===== src/rtl/uart_rx_sink_if.sv =====
// Byte stream leaving the UART receiver FIFO.
// Master is the receiver, slave is the consumer.
interface uart_rx_sink_if;
  logic       valid;
  logic       ready;
  logic [7:0] payload;

  modport master (
    output valid,
    output payload,
    input  ready
  );

  modport slave (
    input  valid,
    input  payload,
    output ready
  );
endinterface


===== src/rtl/uart_rx_sink.sv =====
// 8N1 UART receiver with output FIFO, CTS flow control,
// frame/overflow pulses and error/byte counters.
module uart_rx_sink #(
  parameter int CLOCK_HZ   = 50000000,
  parameter int BAUD       = 115200,
  parameter int FIFO_DEPTH = 4
) (
  input  logic           io_clock,
  input  logic           io_reset,
  input  logic           io_rxd,
  output logic           io_ctsN,
  uart_rx_sink_if.master io_data,
  output logic           io_frameError,
  output logic           io_overflow,
  output logic [7:0]     io_errorCount,
  output logic [15:0]    io_byteCount
);
  localparam int CLKS_PER_BIT = CLOCK_HZ / BAUD;
  localparam int HALF_BIT     = CLKS_PER_BIT / 2;
  localparam int TW = $clog2(CLKS_PER_BIT + 1);
  localparam int AW = $clog2(FIFO_DEPTH);
  localparam int CW = AW + 1;

  localparam logic [TW-1:0] BIT_RELOAD  = TW'(CLKS_PER_BIT - 1);
  localparam logic [TW-1:0] HALF_RELOAD = TW'(HALF_BIT - 1);
  localparam logic [CW-1:0] DEPTH_C     = CW'(FIFO_DEPTH);
  localparam logic [CW-1:0] TWO_C       = CW'(2);

  typedef enum logic [2:0] {
    S_IDLE,
    S_START,
    S_DATA,
    S_STOP,
    S_WAIT
  } state_e;

  state_e        state_q, state_d;
  logic          meta_q, sync_q, prev_q;
  logic [TW-1:0] timer_q, timer_d;
  logic [2:0]    bit_idx_q, bit_idx_d;
  logic [7:0]    shift_q, shift_d;

  logic [7:0]    mem_q [FIFO_DEPTH];
  logic [AW-1:0] rd_q, wr_q;
  logic [CW-1:0] count_q, count_d;
  logic          cts_q, cts_d;
  logic          ferr_q, ovf_q;
  logic [7:0]    ecnt_q, ecnt_d;
  logic [15:0]   bcnt_q;

  logic          fall, timer_zero;
  logic          push_req, ferr_set;
  logic          pop, full, push_ok, drop;
  logic [8:0]    esum;

  // Idle-high reset values make a line held low at release
  // look like a start edge.
  always_ff @(posedge io_clock or negedge io_reset) begin
    if (!io_reset) begin
      meta_q <= 1'b1;
      sync_q <= 1'b1;
      prev_q <= 1'b1;
    end else begin
      meta_q <= io_rxd;
      sync_q <= meta_q;
      prev_q <= sync_q;
    end
  end

  assign fall       = prev_q & ~sync_q;
  assign timer_zero = (timer_q == '0);

  always_ff @(posedge io_clock or negedge io_reset) begin
    if (!io_reset) begin
      state_q   <= S_IDLE;
      timer_q   <= '0;
      bit_idx_q <= '0;
      shift_q   <= '0;
    end else begin
      state_q   <= state_d;
      timer_q   <= timer_d;
      bit_idx_q <= bit_idx_d;
      shift_q   <= shift_d;
    end
  end

  always_comb begin
    state_d   = state_q;
    timer_d   = timer_q;
    bit_idx_d = bit_idx_q;
    shift_d   = shift_q;
    if (!timer_zero)
      timer_d = timer_q - 1'b1;
    unique case (state_q)
      S_IDLE: begin
        if (fall) begin
          state_d = S_START;
          timer_d = HALF_RELOAD;
        end
      end
      S_START: begin
        if (timer_zero) begin
          if (!sync_q) begin
            state_d   = S_DATA;
            timer_d   = BIT_RELOAD;
            bit_idx_d = '0;
          end else begin
            state_d = S_IDLE;
          end
        end
      end
      S_DATA: begin
        if (timer_zero) begin
          shift_d   = {sync_q, shift_q[7:1]};
          timer_d   = BIT_RELOAD;
          bit_idx_d = bit_idx_q + 3'd1;
          if (bit_idx_q == 3'd7)
            state_d = S_STOP;
        end
      end
      S_STOP: begin
        if (timer_zero)
          state_d = sync_q ? S_IDLE : S_WAIT;
      end
      S_WAIT: begin
        if (sync_q)
          state_d = S_IDLE;
      end
      default: state_d = S_IDLE;
    endcase
  end

  always_comb begin
    push_req = 1'b0;
    ferr_set = 1'b0;
    if (state_q == S_STOP && timer_zero) begin
      push_req = sync_q;
      ferr_set = ~sync_q;
    end
  end

  // A pop in the same cycle frees the slot a full-FIFO push needs.
  assign pop     = (count_q != '0) && io_data.ready;
  assign full    = (count_q == DEPTH_C);
  assign push_ok = push_req && (!full || pop);
  assign drop    = push_req && full && !pop;
  assign count_d = count_q + CW'(push_ok) - CW'(pop);
  assign cts_d   = (DEPTH_C - count_d) < TWO_C;

  assign esum   = {1'b0, ecnt_q} + 9'(ferr_set) + 9'(drop);
  assign ecnt_d = esum[8] ? 8'hFF : esum[7:0];

  always_ff @(posedge io_clock) begin
    if (push_ok)
      mem_q[wr_q] <= shift_q;
  end

  always_ff @(posedge io_clock or negedge io_reset) begin
    if (!io_reset) begin
      rd_q    <= '0;
      wr_q    <= '0;
      count_q <= '0;
      cts_q   <= 1'b0;
      ferr_q  <= 1'b0;
      ovf_q   <= 1'b0;
      ecnt_q  <= '0;
      bcnt_q  <= '0;
    end else begin
      if (push_ok)
        wr_q <= wr_q + 1'b1;
      if (pop)
        rd_q <= rd_q + 1'b1;
      count_q <= count_d;
      cts_q   <= cts_d;
      ferr_q  <= ferr_set;
      ovf_q   <= drop;
      ecnt_q  <= ecnt_d;
      bcnt_q  <= bcnt_q + 16'(push_ok);
    end
  end

  assign io_data.valid   = (count_q != '0);
  assign io_data.payload = io_data.valid ? mem_q[rd_q] : 8'h00;
  assign io_ctsN         = cts_q;
  assign io_frameError   = ferr_q;
  assign io_overflow     = ovf_q;
  assign io_errorCount   = ecnt_q;
  assign io_byteCount    = bcnt_q;
endmodule


===== src/flat_wrapper.sv =====
// flat-port wrapper written by rule: the top's interface ports become plain ports
module uart_rx_sink_flat 
#(
  parameter int CLOCK_HZ   = 50000000,
  parameter int BAUD       = 115200,
  parameter int FIFO_DEPTH = 4
)
  (io_clock, io_reset, io_rxd, io_ctsN, io_frameError, io_overflow, io_errorCount, io_byteCount, io_data_valid, io_data_payload, io_data_ready);
  uart_rx_sink_if io_data_i ();
  input  logic io_clock;
  input  logic io_reset;
  input  logic io_rxd;
  output logic io_ctsN;
  output logic io_frameError;
  output logic io_overflow;
  output logic [7:0] io_errorCount;
  output logic [15:0] io_byteCount;
  output wire logic [$bits(io_data_i.valid)-1:0] io_data_valid;
  output wire logic [$bits(io_data_i.payload)-1:0] io_data_payload;
  input wire logic [$bits(io_data_i.ready)-1:0] io_data_ready;
  assign io_data_valid = io_data_i.valid;
  assign io_data_payload = io_data_i.payload;
  assign io_data_i.ready = io_data_ready;
  uart_rx_sink #(.CLOCK_HZ(CLOCK_HZ), .BAUD(BAUD), .FIFO_DEPTH(FIFO_DEPTH)) u_core (.io_clock(io_clock), .io_reset(io_reset), .io_rxd(io_rxd), .io_ctsN(io_ctsN), .io_data(io_data_i), .io_frameError(io_frameError), .io_overflow(io_overflow), .io_errorCount(io_errorCount), .io_byteCount(io_byteCount));
endmodule

===== config.mk =====
export PLATFORM = sky130hd
export DESIGN_NAME = uart_rx_sink_flat
export DESIGN_NICKNAME = d
export VERILOG_FILES = /design/src/rtl/uart_rx_sink_if.sv /design/src/rtl/uart_rx_sink.sv /design/src/flat_wrapper.sv
export SDC_FILE = /design/constraint.sdc
export NUM_CORES = 1
export LEC_CHECK = 0
export ABC_AREA = 1
export BUFFER_PORTS_ARGS = -buffer_cell sky130_fd_sc_hd__buf_4
export CAP_MARGIN = 25
export CORE_ASPECT_RATIO = 1.1
export CORE_UTILIZATION = 45
export CTS_BUF_LIST = sky130_fd_sc_hd__clkbuf_4
export DETAILED_ROUTE_END_ITERATION = 10
export PLACE_DENSITY_LB_ADDON = 0.1
export SYNTH_ARGS = -nofsm -noshare
export SYNTH_HDL_FRONTEND = slang
export SYNTH_SLANG_ARGS = --single-unit

===== constraint.sdc =====
create_clock -name io_clock -period 7.5 [get_ports io_clock]
set_clock_uncertainty 0.1 [all_clocks]
set_input_delay 0.375 -clock io_clock [delete_from_list [all_inputs] [get_ports io_clock]]
set_output_delay 0.375 -clock io_clock [all_outputs]
set_load 0.1 [all_outputs]

==> summary.md <==
| Metric | Value |
|---|---|
| Result of the run | completed |
| Total grt overflow | 0 |
| Arrival @ worst endpoint | 3.37 ns |
| Share of synthesized area occupied by flip-flops and latches | 0.5899 |
| Unrepaired setup endpoints after global routing | no |
| Cells on worst reg2reg path | 15 |
| Startpoint class of the critical path | flip-flop |
| Maximum clock rate | 0.3206 GHz |
| Share of cells above drive strength 1 | 0.1760 |
| Yosys warning total | 0 |
| Worst slew margin | 0.4366 |
| Vias in the first global route | 2783 |
| Power density cells | 336.2 mW/mm2 |
| Clock slew at reported path FFs | 0.13 ns |
| Core outline area | 0.008919 mm2 |
| Antenna diode count | 0 |
| Number of enable flip-flop cells after synthesis | 32 |
| Detailed-route DRC error count | 0 |
| Fraction of the cycle the final worst path needs | 0.4159 |
| Chip Height | 103.1 um |
| Netlist area before placement | 0.004180 mm2 |
| Initial Utilization | 0.4687 |
| Antenna-violating nets left | 0 |
| Register-to-Register Setup Slack | 4.38 ns |
| Biggest area consumer among synthesized cells | sky130_fd_sc_hd__dfrtp_1 |
| Max-slew violations | 0 |
| Delay of the slowest cell on the worst path | 0.43 ns |
| Category of cells accounting for the largest share of critical-path delay | simple AND/OR/NAND/NOR gates |
| Worst min-delay path category | input pin to flip-flop |
| Number of antenna violations at the first check in global routing | 0 |
| 1st-iter DRT viols | 91 |
| Post-detailed-routing wire length | 7547 um |
| Origin of the worst setup path | u_core.timer_q[0] |
| Top post-synthesis cells by count | sky130_fd_sc_hd__nor2_1, sky130_fd_sc_hd__nand2_1, sky130_fd_sc_hd__dfrtp_1 |
| Crit path capture type | flip-flop |
| Most used flip-flop cell after synthesis | sky130_fd_sc_hd__dfrtp_1 |
| Crit path capture | u_core.io_byteCount[14] |
| Number of unique standard cell types used by synthesis | 33 |
| Vias per std cell | 4.948 |
| Vias after detailed routing | 2870 |
| Std-Cell Rows | 36 |
| Final Hold Violating Endpoints | 0 |
| Area share of the largest cell type after synthesis | 0.3412 |
| CTS tree | done |
| Cell type of the slowest stage on the worst timing path | sky130_fd_sc_hd__dfrtp_1 |
| Cell-by-cell listing of the critical path | inv_1, ha_1, nand2_2, nor2_4, nand3_4, clkinv_2, nand3_1, nor2_2, ha_1, ha_1, nand3_1, nor3_1, nand3_1, nor2_1, xor2_1 |
| Post-Syn Instances | 416 |
| I/O Pins | 40 |
| X dimension of the die | 93.90 um |
| Aggregate negative setup slack | 0 ns |
| CTS sink count | 92 |
| Syn avg cell area | 10.05 um2 |
| Required time at the endpoint of the critical path | 7.75 ns |
| Clock Tree Root | sky130_fd_sc_hd__clkbuf_4 |
| Maximum resistive drop on vdd | 0.1475 mV |
| Htree depth | 3 |
| Critical path depth | 15 |
| Clock latency of the later-clocked register in the worst-skew pair | 0.43 ns |
| Leading cell types by total area after synthesis | sky130_fd_sc_hd__dfrtp_1, sky130_fd_sc_hd__edfxtp_1, sky130_fd_sc_hd__nor2_1 |
| Worst R2R Start | u_core.timer_q[0] |
| Ys async rst share | 0.6522 |
| Routed length per placed instance | 13.01 um |
| Number of flip-flops and latches in the synthesized netlist | 92 |
| Slew at the pin closest to its max-slew limit | 0.8419 ns |
| Leak Pwr | 2.290 nW |
| Longest Clk Path Bufs | 2 |
| Number of violations of the max-capacitance limit | 0 |
| All-Layer GR Usage | 0.1752 |
| Drt pass-1 iters | 4 |
| Final setup violating endpoints | 0 |
| Bufs and invs on worst path | 2 |
| Worst Setup Path Type | flip-flop to flip-flop |
| Die Area | 0.009679 mm2 |
| Final hold slack | 0.1947 ns |
| Resized cells post-CTS | 0 |
| Detailed Place HPWL | 5346 um |
| Global-route wire length before repair | 12720 um |
| Largest net degree at the start of global routing | 61 |
| Number of buffers inserted during clock tree synthesis | 9 |
| Time the final worst path needs with I/O delays and setup | 3.119 ns |
| Mapped Nets | 435 |
| Port-buffer cells | 39 |
| Crit Path Max Fanout | 17 |
| Most frequent cell after synthesis | sky130_fd_sc_hd__nor2_1 |
| Capture instance of the worst register-to-register path | u_core.io_byteCount[14] |
| Placer Congestion | 0.7731 |
| Area growth, synth to finish | 13.77% |
| Final layout net count | 480 |
| PnR Total Power | 0.001599 W |
final cells by class:
cell class	instances	area, um2
tap	114	142.6
inverter	54	203.9
clock buffer	11	82.58
fill	817	4163
multi-input combinational	263	1470
sequential	92	2466
clock inverter	5	77.57
timing repair buffer	41	312.8
state kept, by name, summed over array words and instances (netlist names):
name,count
u_core.mem_q,32
u_core.io_byteCount,16
u_core.timer_q,9
u_core.io_errorCount,8
u_core.shift_q,8
u_core.bit_idx_q,3
u_core.count_q,3
u_core.state_q,3
u_core.rd_q,2
u_core.wr_q,2
u_core.io_ctsN,1
u_core.io_frameError,1
u_core.io_overflow,1
u_core.meta_q,1
u_core.prev_q,1
u_core.sync_q,1
worst register-to-register path, stage by stage, from the launching register on:
cell	delay [ns]
sky130_fd_sc_hd__dfrtp_1	0.43
sky130_fd_sc_hd__inv_1	0.07
sky130_fd_sc_hd__ha_1	0.25
sky130_fd_sc_hd__nand2_2	0.10
sky130_fd_sc_hd__nor2_4	0.14
sky130_fd_sc_hd__nand3_4	0.20
sky130_fd_sc_hd__clkinv_2	0.16
sky130_fd_sc_hd__nand3_1	0.12
sky130_fd_sc_hd__nor2_2	0.19
sky130_fd_sc_hd__ha_1	0.22
sky130_fd_sc_hd__ha_1	0.20
sky130_fd_sc_hd__nand3_1	0.15
sky130_fd_sc_hd__nor3_1	0.26
sky130_fd_sc_hd__nand3_1	0.16
sky130_fd_sc_hd__nor2_1	0.14
sky130_fd_sc_hd__xor2_1	0.16
stage by stage:
stage | instances | instance area [um2] | utilization | setup WS [ns]
after floorplan | 416 | 4180 | - | 4.621
after global placement | 562 | 4576 | 0.5130 | 4.557
after detailed placement | 562 | 4576 | 0.5130 | 4.430
after CTS | 580 | 4756 | 0.5332 | 4.365
after global routing | 580 | 4756 | 0.5332 | 4.000
final | 580 | 4756 | 0.5332 | 4.381
cells by family (layout without fill, tap and decap cells):
| family | count (synthesis) | in the layout | share of synthesized area |
|---|---|---|---|
| compound gates | 50 | 50 | 0.06944 |
| fa+ha+maj | 15 | 15 | 0.04849 |
| simple gates | 179 | 179 | 0.1940 |
| xor+xnor | 19 | 19 | 0.03981 |
| flops | 92 | 92 | 0.5899 |
| buf+inv | 61 | 111 | 0.05836 |
what timing repair did:
action                    in CTS  in global routing
setup buffers                  0                  0
hold buffers                   2                  0
hold endpoints to repair      58                  0
power by group:
group,switching (W),total (W),internal (W)
registers,0.0000675,0.000627,0.000560
clock network,0.000160,0.000302,0.000142
logic,0.000496,0.000670,0.000174
total,0.000723,0.00160,0.000876
metal layers:
layer,track usage,vias up,part of all wire
li1,-,1446,-
met1,0.2019,1373,0.44
met2,0.3122,40,0.51
met3,0.03097,11,0.027
met4,0.09231,0,0.021
met5,0,-,0
placed cells by master, fill, tap and decap left out:
cell	netlist	final
sky130_fd_sc_hd__nand4_1	8	8
sky130_fd_sc_hd__clkinv_2	1	2
sky130_fd_sc_hd__o31ai_1	1	1
sky130_fd_sc_hd__edfxtp_1	32	32
sky130_fd_sc_hd__nor3_2	2	2
sky130_fd_sc_hd__nand3_1	21	21
sky130_fd_sc_hd__nand3_4	2	2
sky130_fd_sc_hd__o21ai_2	7	7
sky130_fd_sc_hd__inv_2	3	3
sky130_fd_sc_hd__ha_1	13	13
sky130_fd_sc_hd__o21ai_0	26	26
sky130_fd_sc_hd__clkinv_1	1	2
sky130_fd_sc_hd__dfstp_2	3	3
sky130_fd_sc_hd__or2_2	2	2
sky130_fd_sc_hd__a21oi_1	13	13
sky130_fd_sc_hd__inv_1	49	49
sky130_fd_sc_hd__nor2_4	2	2
sky130_fd_sc_hd__xor2_1	14	14
sky130_fd_sc_hd__nor4_1	1	1
sky130_fd_sc_hd__nor2_1	65	65
sky130_fd_sc_hd__a21oi_2	3	3
sky130_fd_sc_hd__nor2_2	2	2
sky130_fd_sc_hd__clkbuf_4	0	11
sky130_fd_sc_hd__clkinv_4	0	1
sky130_fd_sc_hd__fa_1	2	2
sky130_fd_sc_hd__buf_4	0	39
sky130_fd_sc_hd__nor3b_1	2	2
sky130_fd_sc_hd__dfrtp_1	57	57
sky130_fd_sc_hd__dlygate4sd3_1	0	2
sky130_fd_sc_hd__bufinv_16	0	2
sky130_fd_sc_hd__xnor2_1	5	5
sky130_fd_sc_hd__nand2_1	63	63
sky130_fd_sc_hd__nand2_2	1	1
sky130_fd_sc_hd__nand3b_1	2	2
sky130_fd_sc_hd__nor3_1	6	6
how the worst min path moves through the flow:
stage | slack [ns] | from | to | cells after the start
2_1_floorplan | -0.02 | io_reset | u_core.bit_idx_q[0] | 0
3_3_place_gp | 0.25 | u_core.meta_q | u_core.sync_q | 0
3_5_place_dp | 0.25 | u_core.meta_q | u_core.sync_q | 0
4_1_cts | 0.17 | io_data_ready | u_core.io_overflow | 4
5_1_grt | 0.21 | io_data_ready | u_core.io_overflow | 4
6_report | 0.19 | io_data_ready | u_core.io_overflow | 4
(Power assumes the default switching activity.)
